$ cat config.mk
export PLATFORM = sky130hd
export DESIGN_NAME = key_voice_allocator
export DESIGN_NICKNAME = d
export VERILOG_FILES = /design/src/rtl/key_voice_allocator.sv
export SDC_FILE = /design/constraint.sdc
export NUM_CORES = 1
export LEC_CHECK = 0
export BUFFER_PORTS_ARGS = -buffer_cell sky130_fd_sc_hd__buf_2
export CAP_MARGIN = 20
export CORE_ASPECT_RATIO = 2
export CORE_MARGIN = 2
export CORE_UTILIZATION = 65
export DETAILED_ROUTE_END_ITERATION = 10
export PLACE_DENSITY_LB_ADDON = 0.3
export SLEW_MARGIN = 10
export SYNTH_ARGS = -nofsm -noshare
export SYNTH_HDL_FRONTEND = slang
export SYNTH_SLANG_ARGS = --single-unit
$ cat constraint.sdc
create_clock -name i_clk -period 10.8 [get_ports i_clk]
set_input_delay 1.62 -clock i_clk [delete_from_list [all_inputs] [get_ports i_clk]]
set_output_delay 1.62 -clock i_clk [all_outputs]
set_load 0.005 [all_outputs]
$ cat src/rtl/key_voice_allocator.sv
// Polyphony scheduler: turns key-bitmap edges into press/release events and
// maps pressed keys onto NUM_VOICES voice slots with oldest-voice stealing.
module key_voice_allocator #(
    parameter int NUM_KEYS   = 32,
    parameter int NUM_VOICES = 4,
    parameter int KEY_W      = 5
) (
    input  logic                        i_clk,
    input  logic                        i_rst_n,
    input  logic [NUM_KEYS-1:0]         i_key,
    input  logic                        i_sustain,
    output logic [NUM_VOICES-1:0]       o_voice_gate,
    output logic [NUM_VOICES*KEY_W-1:0] o_voice_key,
    output logic [NUM_VOICES-1:0]       o_voice_trig,
    output logic [NUM_VOICES-1:0]       o_voice_rel,
    output logic                        o_steal,
    output logic                        o_pending
);

    localparam int RW = $clog2(NUM_VOICES);

    typedef enum logic [1:0] {
        V_FREE = 2'd0,
        V_HELD = 2'd1,
        V_SUS  = 2'd2
    } vstate_e;

    logic [NUM_KEYS-1:0] key_q, key_qq;
    logic                sus_q, sus_qq;
    logic [NUM_KEYS-1:0] pend_rel, pend_press;

    vstate_e          vstate   [NUM_VOICES];
    vstate_e          vstate_n [NUM_VOICES];
    logic [KEY_W-1:0] vkey     [NUM_VOICES];
    logic [KEY_W-1:0] vkey_n   [NUM_VOICES];
    logic [RW-1:0]    vrank    [NUM_VOICES];
    logic [RW-1:0]    vrank_n  [NUM_VOICES];

    logic [NUM_KEYS-1:0]   rel_set, prs_set, rel_clr, prs_clr;
    logic [NUM_KEYS-1:0]   pend_rel_n, pend_press_n;
    logic                  sus_fall;
    logic                  rel_any, prs_any;
    logic [KEY_W-1:0]      rel_idx, prs_idx;
    logic [NUM_VOICES-1:0] trig_n, rel_n;
    logic                  steal_n;

    logic          hit_found, free_found, sus_found, held_found;
    logic [RW-1:0] hit_v, free_v, sus_v, held_v, sus_rank, held_rank;
    logic [RW-1:0] sel_v, sel_rank;
    logic          sel_steal;

    assign rel_set  = pend_rel | (~key_q & key_qq);
    assign prs_set  = (pend_press | (key_q & ~key_qq)) & key_q;
    assign sus_fall = ~sus_q & sus_qq;

    always_comb begin
        rel_any = 1'b0;
        rel_idx = '0;
        prs_any = 1'b0;
        prs_idx = '0;
        for (int unsigned k = 0; k < NUM_KEYS; k++) begin
            if (rel_set[k] && !rel_any) begin
                rel_any = 1'b1;
                rel_idx = KEY_W'(k);
            end
            if (prs_set[k] && !prs_any) begin
                prs_any = 1'b1;
                prs_idx = KEY_W'(k);
            end
        end
    end

    // Voice choice for the candidate press: retrigger > lowest free > oldest sustained > oldest held
    always_comb begin
        hit_found  = 1'b0;
        hit_v      = '0;
        free_found = 1'b0;
        free_v     = '0;
        sus_found  = 1'b0;
        sus_v      = '0;
        sus_rank   = '0;
        held_found = 1'b0;
        held_v     = '0;
        held_rank  = '0;
        for (int unsigned v = 0; v < NUM_VOICES; v++) begin
            if (vstate[v] != V_FREE && vkey[v] == prs_idx && !hit_found) begin
                hit_found = 1'b1;
                hit_v     = RW'(v);
            end
            if (vstate[v] == V_FREE && !free_found) begin
                free_found = 1'b1;
                free_v     = RW'(v);
            end
            if (vstate[v] == V_SUS && (!sus_found || vrank[v] > sus_rank)) begin
                sus_found = 1'b1;
                sus_v     = RW'(v);
                sus_rank  = vrank[v];
            end
            if (vstate[v] == V_HELD && (!held_found || vrank[v] > held_rank)) begin
                held_found = 1'b1;
                held_v     = RW'(v);
                held_rank  = vrank[v];
            end
        end
        sel_steal = 1'b0;
        if (hit_found) begin
            sel_v = hit_v;
        end else if (free_found) begin
            sel_v = free_v;
        end else if (sus_found) begin
            sel_v     = sus_v;
            sel_steal = 1'b1;
        end else begin
            sel_v     = held_v;
            sel_steal = 1'b1;
        end
        sel_rank = vrank[sel_v];
    end

    always_comb begin
        vstate_n = vstate;
        vkey_n   = vkey;
        vrank_n  = vrank;
        trig_n   = '0;
        rel_n    = '0;
        steal_n  = 1'b0;
        rel_clr  = '0;
        prs_clr  = '0;
        if (sus_fall) begin
            for (int unsigned v = 0; v < NUM_VOICES; v++) begin
                if (vstate[v] == V_SUS) begin
                    vstate_n[v] = V_FREE;
                    rel_n[v]    = 1'b1;
                end
            end
        end else if (rel_any) begin
            rel_clr[rel_idx] = 1'b1;
            for (int unsigned v = 0; v < NUM_VOICES; v++) begin
                if (vstate[v] == V_HELD && vkey[v] == rel_idx) begin
                    if (sus_q) begin
                        vstate_n[v] = V_SUS;
                    end else begin
                        vstate_n[v] = V_FREE;
                        rel_n[v]    = 1'b1;
                    end
                end
            end
        end else if (prs_any) begin
            prs_clr[prs_idx] = 1'b1;
            steal_n          = sel_steal;
            vstate_n[sel_v]  = V_HELD;
            vkey_n[sel_v]    = prs_idx;
            trig_n[sel_v]    = 1'b1;
            // Selected voice becomes newest; everything newer than it ages by one
            for (int unsigned v = 0; v < NUM_VOICES; v++) begin
                if (RW'(v) == sel_v) begin
                    vrank_n[v] = '0;
                end else if (vrank[v] < sel_rank) begin
                    vrank_n[v] = vrank[v] + 1'b1;
                end
            end
        end
        pend_rel_n   = rel_set & ~rel_clr;
        pend_press_n = prs_set & ~prs_clr;
    end

    always_ff @(posedge i_clk or negedge i_rst_n) begin
        if (!i_rst_n) begin
            key_q        <= '0;
            key_qq       <= '0;
            sus_q        <= 1'b0;
            sus_qq       <= 1'b0;
            pend_rel     <= '0;
            pend_press   <= '0;
            o_voice_trig <= '0;
            o_voice_rel  <= '0;
            o_steal      <= 1'b0;
            o_pending    <= 1'b0;
            for (int unsigned v = 0; v < NUM_VOICES; v++) begin
                vstate[v] <= V_FREE;
                vkey[v]   <= '0;
                vrank[v]  <= RW'(v);
            end
        end else begin
            key_q        <= i_key;
            key_qq       <= key_q;
            sus_q        <= i_sustain;
            sus_qq       <= sus_q;
            pend_rel     <= pend_rel_n;
            pend_press   <= pend_press_n;
            o_voice_trig <= trig_n;
            o_voice_rel  <= rel_n;
            o_steal      <= steal_n;
            o_pending    <= |pend_rel_n | |pend_press_n;
            vstate       <= vstate_n;
            vkey         <= vkey_n;
            vrank        <= vrank_n;
        end
    end

    always_comb begin
        o_voice_gate = '0;
        o_voice_key  = '0;
        for (int unsigned v = 0; v < NUM_VOICES; v++) begin
            o_voice_gate[v]                = (vstate[v] != V_FREE);
            o_voice_key[v*KEY_W +: KEY_W]  = vkey[v];
        end
    end

endmodule

==> flow_summary.ini, run 1 <==
[run_status]
outcome = finished clean

[drt]
post_drt_wl_per_cell_um = 28.63
vias = 7837
first_pass_iters = 5
drc = 0
drt-initial-drc-count = 841
via_per_inst = 7.157
routed_wl_mm = 31.35
ant_nets = 0

[clock_network]
clk_latency_ns = 0.45
cts_htree_levels = 4
numClockSinks = 176
clkTransAtPathRegs_ns = 0.08
cts_tree = yes
root_buffer = clkbuf_16
cts_resized = 0
post_cts_buffers = 0
cts_buffer_depth = 2
hold_buffers = 0
cts_made_buffers = 17

[logic_synthesis]
ys_top_cells_by_area = dfrtp_1 (49%), a21oi_1 (6.4%), mux2_2 (3.1%), nand2_1 (2.8%), inv_1 (2.2%)
syn_avg_cell_area_um2 = 10.35
synth_nets = 891
syn_inst = 844
yosysTopAreaCell = dfrtp_1
synth_seq_area_share = 0.5049
synth_seq_cells = 176
syn-cell-area_mm2 = 0.008732
synth_top_cell_area_share = 0.4929
yosysWarnings = 0
async_flop_share = 1.000
ys.flop_type = dfrtp_1
synth_edf_count = 0
synth.distinct_cells = 93

[critical_path]
crit_family = compound AO/OA/AOI/OAI gates
r2r_end = o_voice_key[18]$_DFFE_PN0P_
crit_arrival_ns = 6.78
crit_start = vstate[6]$_DFFE_PN0P_
r2r_slack_ns = 4.34
critPathMaxFanout = 7
crit_slowest_cell = dfrtp_1
slowest_delay_ns = 0.42
cp-end-kind = flop
crit_top_cell = o21ai_0
crit_buf_inv = 0
crit_end = o_voice_key[18]$_DFFE_PN0P_
required_ns = 11.12
rr_worst_depth = 25
path_class = flop to flop
cp.depth = 25
reg2reg_from = vstate[6]$_DFFE_PN0P_
cp-start-kind = flop

[die]
initial_core_util = 0.6683
dieArea_mm2 = 0.01443
die_w_um = 85.96
core_mm2 = 0.01307
die_y_um = 167.9
rows = 59
io_pins = 69

[sta]
finalClockSkew_ns = 0.01544
hold_viol = 0
worst_pin_slew_ns = 1.157
finalSetupTns_ns = 0
finalMaxSlewViolations = 0
slew-limit-headroom = 0.2239
fmax_ghz = 0.1548
finalCritPeriodShare = 0.5982
finalSetupViolCount = 0
fin_crit_ns = 6.460
rsz0062_at_grt = false

[placement]
port_buffers = 68
place_congestion = 1.024
post-dp-hpwl_mm = 23.00

[global_route]
grt_usage = 0.4490
antenna_found_initial = 2
grt_pass1_wl_mm = 46.57
grt_pass1_vias = 8104
grt_max_degree = 90
grt-ovfl-total = 0

[final_layout]
area_growth_pct = 13.80
postLayoutCoreUtil = 0.7605
num_antenna_cells = 0
final_nets = 977
drive_above_1_share = 0.1930

[run]
cap_violations = 0

[worst_hold_path]
hp-class = flop to flop

[pwr]
finalPower_mw = 2.352
leakagePower_nw = 4.297
peakVddDrop_uv = 137.4
p_per_area_mw_per_mm2 = 236.7
-- final cells by class --
cell class,instances,area [um2]
inverters,53,198.9
well taps,152,190.2
flip-flops and latches,176,4409
clock buffers,17,425.4
repair buffers,74,405.4
fillers,816,3129
multi-input cells,608,4090
clock inverters,15,217.7
-- cell usage in the layout (no fill, tap or decap), drive strengths merged, types with 4 or more instances in the layout --
cell type / Yosys / routed
a2111oi: 5 / 5
a211oi: 4 / 4
a21boi: 7 / 7
a21oi: 114 / 114
a22o: 4 / 4
a22oi: 10 / 10
a2bb2oi: 6 / 6
a31oi: 4 / 4
and2: 14 / 14
and4: 6 / 6
buf: 4 / 73
clkbuf: 3 / 18
dfrtp: 172 / 172
dfstp: 4 / 4
ha: 12 / 12
inv: 53 / 60
mux2: 25 / 25
mux2i: 4 / 4
nand2: 66 / 66
nand2b: 28 / 28
nand3: 17 / 17
nand4: 13 / 13
nand4b: 4 / 4
nor2: 54 / 54
nor2b: 28 / 28
nor3: 12 / 12
nor3b: 4 / 4
nor4: 21 / 21
o211ai: 11 / 11
o21a: 4 / 4
o21ai: 32 / 32
o22ai: 7 / 7
o31ai: 5 / 5
or4: 5 / 5
xnor2: 22 / 22
xor2: 15 / 15
-- logic make-up after synthesis --
family,Yosys count,share of synthesized area
mux,29,0.03682
compound gates,246,0.1880
fa+ha+maj,12,0.01719
xor+xnor,37,0.03797
flops,176,0.5049
simple gates,284,0.1884
buf+inv,60,0.02665
-- report_power, final --
part,internal (mW),total (mW),switching [mW]
sequential,0.739,0.842,0.103
combinational,0.313,0.838,0.525
clock,0.377,0.672,0.296
total,1.43,2.35,0.923
-- how the worst min path moves through the flow --
stage / start / endpoint / slack, ns / cells after the start
after floorplan: key_q[1]$_DFF_PN0_ / key_qq[1]$_DFF_PN0_ / 0.35 / 0
after global placement: key_q[1]$_DFF_PN0_ / key_qq[1]$_DFF_PN0_ / 0.36 / 0
after detailed placement: key_q[24]$_DFF_PN0_ / key_qq[24]$_DFF_PN0_ / 0.37 / 0
after CTS: key_q[24]$_DFF_PN0_ / key_qq[24]$_DFF_PN0_ / 0.38 / 0
after global routing: key_q[24]$_DFF_PN0_ / key_qq[24]$_DFF_PN0_ / 0.39 / 0
final: key_q[24]$_DFF_PN0_ / key_qq[24]$_DFF_PN0_ / 0.38 / 0
-- synthesized netlist by cell type (all sizes together), types with 6 or more instances --
cell and count:
a21oi 114, o211ai 11, nor2b 28, xor2 15, dfrtp 172, o21ai 32, nand2 66, a22oi 10
a2bb2oi 6, and2 14, nor3 12, mux2 25, nand4 13, nand3 17, nand2b 28, xnor2 22
a21boi 7, o22ai 7, nor2 54, inv 53, and4 6, ha 12, nor4 21
-- metal layers --
metal	routed length, um	vias to the layer above	part of all wire	GRT usage
met5	14	-	0.00045	0
met4	3836	2	0.12	0.4161
met3	2168	247	0.069	0.1137
met2	16320	573	0.52	0.7658
met1	9011	3768	0.29	0.4200
li1	-	3247	-	-
-- registers in the layout (all words and copies together), names as in the netlist --
name          count
key_q            32
key_qq           32
pend_press       32
pend_rel         32
o_voice_key      20
vrank             8
vstate            8
o_voice_rel       4
o_voice_trig      4
o_pending         1
o_steal           1
sus_q             1
sus_qq            1
-- stage by stage --
step	hold WS (ns)	cell area (um2)	instances	worst slack (ns)
final	0.3846	9937	1095	4.340
after global routing	0.3887	9937	1095	4.019
after CTS	0.3841	9906	1093	4.448
after detailed placement	0.3663	9263	1061	4.502
after global placement	0.3620	9258	1060	4.778
after floorplan	0.3537	8732	844	5.579
Note: power is estimated with default switching activity, not from simulation.
==> run 2, diff against run 1 <==
--- a/config.mk
+++ b/config.mk
@@ -5,11 +5,12 @@
 export SDC_FILE = /design/constraint.sdc
 export NUM_CORES = 1
 export LEC_CHECK = 0
+export ABC_AREA = 1
 export BUFFER_PORTS_ARGS = -buffer_cell sky130_fd_sc_hd__buf_2
 export CAP_MARGIN = 20
 export CORE_ASPECT_RATIO = 2
 export CORE_MARGIN = 2
-export CORE_UTILIZATION = 65
+export CORE_UTILIZATION = 61
 export DETAILED_ROUTE_END_ITERATION = 10
 export PLACE_DENSITY_LB_ADDON = 0.3
 export SLEW_MARGIN = 10
==> constraint.sdc (replaced) <==
create_clock -name i_clk -period 6.1 [get_ports i_clk]
set_input_delay 0.915 -clock i_clk [delete_from_list [all_inputs] [get_ports i_clk]]
set_output_delay 0.915 -clock i_clk [all_outputs]
set_load 0.005 [all_outputs]
==> run 2 against run 1 <==
  * Sequential share of layout area fell by 2.3 points
  * Via count up 5.6%
  * Sequential cell count unchanged
  * Clock skew down 0.0073 ns
  * Register-to-register slack got worse by 3.9 ns
  * Clock power rose by 73%
  * Critical path type unchanged
  * Largest power group unchanged
  * Highest routed layer is now met4
==> flow_summary.ini, run 2 <==
[run_status]
outcome = finished clean

[sta]
fin_crit_ns = 5.651
finalSetupTns_ns = 0
fmax_ghz = 0.1770
hold_viol = 0
finalMaxSlewViolations = 0
finalClockSkew_ns = 0.008182
slew-limit-headroom = 0.4175
worst_pin_slew_ns = 0.8625
finalCritPeriodShare = 0.9263
finalSetupViolCount = 0
rsz0062_at_grt = false

[drt]
vias = 8274
first_pass_iters = 6
ant_nets = 0
routed_wl_mm = 26.66
post_drt_wl_per_cell_um = 18.31
drc = 0
via_per_inst = 5.683
drt-initial-drc-count = 561

[worst_hold_path]
hp-class = flop to flop

[clock_network]
clkTransAtPathRegs_ns = 0.07
numClockSinks = 176
cts_buffer_depth = 2
cts_htree_levels = 4
cts_made_buffers = 17
root_buffer = clkbuf_16
cts_tree = yes
clk_latency_ns = 0.44
post_cts_buffers = 0

[global_route]
antenna_found_initial = 0
grt_pass1_wl_mm = 41.57
grt_max_degree = 83
grt-ovfl-total = 0
grt_pass1_vias = 8235
grt_usage = 0.3394

[critical_path]
slowest_delay_ns = 0.36
crit_arrival_ns = 5.97
critPathMaxFanout = 16
crit_slowest_cell = dfrtp_1
cp-end-kind = flop
required_ns = 6.41
cp-start-kind = flop
path_class = flop to flop

[final_layout]
nFillCells = 1239
final_nets = 1297
final_common_cell = nand2_1
final_cell_mix = nand2_1 (232), inv_1 (186), dfrtp_1 (172)
num_antenna_cells = 0
final_cells = 1456
drive_above_1_share = 0.1546
postLayoutCoreUtil = 0.7073
area_growth_pct = 13.43

[placement]
post-dp-hpwl_mm = 20.12
dp_cells = 1422
port_buffers = 68
place_congestion = 0.9838

[die]
core_mm2 = 0.01482
initial_core_util = 0.6235
io_pins = 69
die_w_um = 91.03
dieArea_mm2 = 0.01621
rows = 63
die_y_um = 178.1

[logic_synthesis]
ys_top_cells_by_area = dfrtp_1 (47%), nand2_1 (9.5%), inv_1 (7.6%), nor2_1 (6.1%), o21ai_0 (3.9%)
yosysWarnings = 0
synth.most_common_cell = nand2_1
synth_common_cells = nand2_1 (233), inv_1 (186), dfrtp_1 (172), nor2_1 (149), o21ai_0 (72)
synth_seq_cells = 176
synth.distinct_cells = 49
synth_seq_area_share = 0.4772
async_flop_share = 1.000
syn_inst = 1165
syn-cell-area_mm2 = 0.009240
synth_nets = 1212
syn_avg_cell_area_um2 = 7.931
synth_edf_count = 0
synth_top_cell_area_share = 0.4658
yosysTopAreaCell = dfrtp_1
ys.flop_type = dfrtp_1

[pwr]
clockPowerShare = 0.351
power.net_switching_mw = 1.117
seqPwrFrac = 0.387
intPower_mw = 2.180
p_sw_frac = 0.3388
peakVddDrop_uv = 211.5
leakagePower_nw = 5.292
comb_power_share = 0.262
p_per_area_mw_per_mm2 = 314.5

[run]
cap_violations = 0
## run 2: changes by cell type after synthesis, sizes merged, moves of 13 or more
cell and change:
a21oi -64, a31oi +24, and2 -13, inv +141, mux2 -25, nand2 +186, nand2b -28, nand3 +55
nor2 +120, nor2b -28, o21ai +53, xnor2 -20
## run 2: per-stage QoR
stage               area, um2  hold slack, ns  total power [mW]  worst slack (ns)
floorplan                9240          0.3537             1.871             1.786
global placement         9802          0.3716             2.127            0.6243
detailed placement       9802          0.3590             2.133            0.5361
CTS                     10430          0.3744             3.287            0.4249
global route            10480          0.3809             3.459          0.007492
finish                  10480          0.3761             3.296            0.4493
## run 2: cell type report
cell class / instances / area [um2] / area share
Inverter: 194 / 728.2 / 0.06948
Clock inverter: 12 / 183.9 / 0.01755
Timing Repair Buffer: 83 / 481.7 / 0.04596
Tap cell: 195 / 244.0 / 0.02328
Multi-Input combinational cell: 778 / 3995 / 0.3812
Sequential cell: 176 / 4409 / 0.4207
Clock buffer: 18 / 439.2 / 0.04190
## run 2: kinds of logic (layout without fill, tap and decap cells)
logic type / Yosys count / in the layout / synth area share
and+or+nand+nor: 568 / 569 / 0.2864
buffers and inverters: 212 / 307 / 0.09194
AOI/OAI and AO/OA: 191 / 191 / 0.1225
DFF: 176 / 176 / 0.4772
adders and majority gates: 12 / 12 / 0.01625
xor gates and xnor gates: 6 / 6 / 0.005687
## run 2: worst max-delay path: cells and delay by family (launching register included)
kind	cells	cell delay, ns
buffers and inverters	3	0.22
and+or+nand+nor	36	4.52
DFF	1	0.36
AOI/OAI and AO/OA	2	0.39
## run 2: path summary, 6_finish.rpt
check / start / end / slack [ns] / depth (start not counted)
setup / recovery: key_q[2]$_DFF_PN0_ / o_pending$_DFF_PN0_ / 0.45 / 41
hold / removal: sus_q$_DFF_PN0_ / sus_qq$_DFF_PN0_ / 0.38 / 0
setup reg to reg: key_q[2]$_DFF_PN0_ / o_pending$_DFF_PN0_ / 0.45 / 41
hold reg to reg: sus_q$_DFF_PN0_ / sus_qq$_DFF_PN0_ / 0.38 / 0
max in group asynchronous: i_rst_n / vrank[1]$_DFFE_PN1P_ / 4.51 / 3
min in group asynchronous: i_rst_n / pend_rel[3]$_DFF_PN0_ / 0.45 / 1
## run 2: layer usage
| layer | global-route usage | wire length, um |
|---|---|---|
| met1 | 0.3258 | 8805 |
| met2 | 0.6188 | 14530 |
| met3 | 0.05788 | 1040 |
| met4 | 0.2854 | 2280 |
| met5 | 0 | 0 |
## run 2: timing repair
action,4_1_cts,5_1_grt
hold buffers,0,0
setup endpoints to repair,0,3
resized for setup,0,2
## run 2: power by group through the flow
| stage | Clock [mW] | Sequential [mW] | Combinational (mW) |
|---|---|---|---|
| final | 1.16 | 1.28 | 0.864 |
| after global placement | 0 | 1.29 | 0.835 |
| after CTS | 1.17 | 1.27 | 0.845 |
| after detailed placement | 0 | 1.29 | 0.839 |
| after global routing | 1.21 | 1.28 | 0.965 |
| after floorplan | 0 | 1.28 | 0.590 |
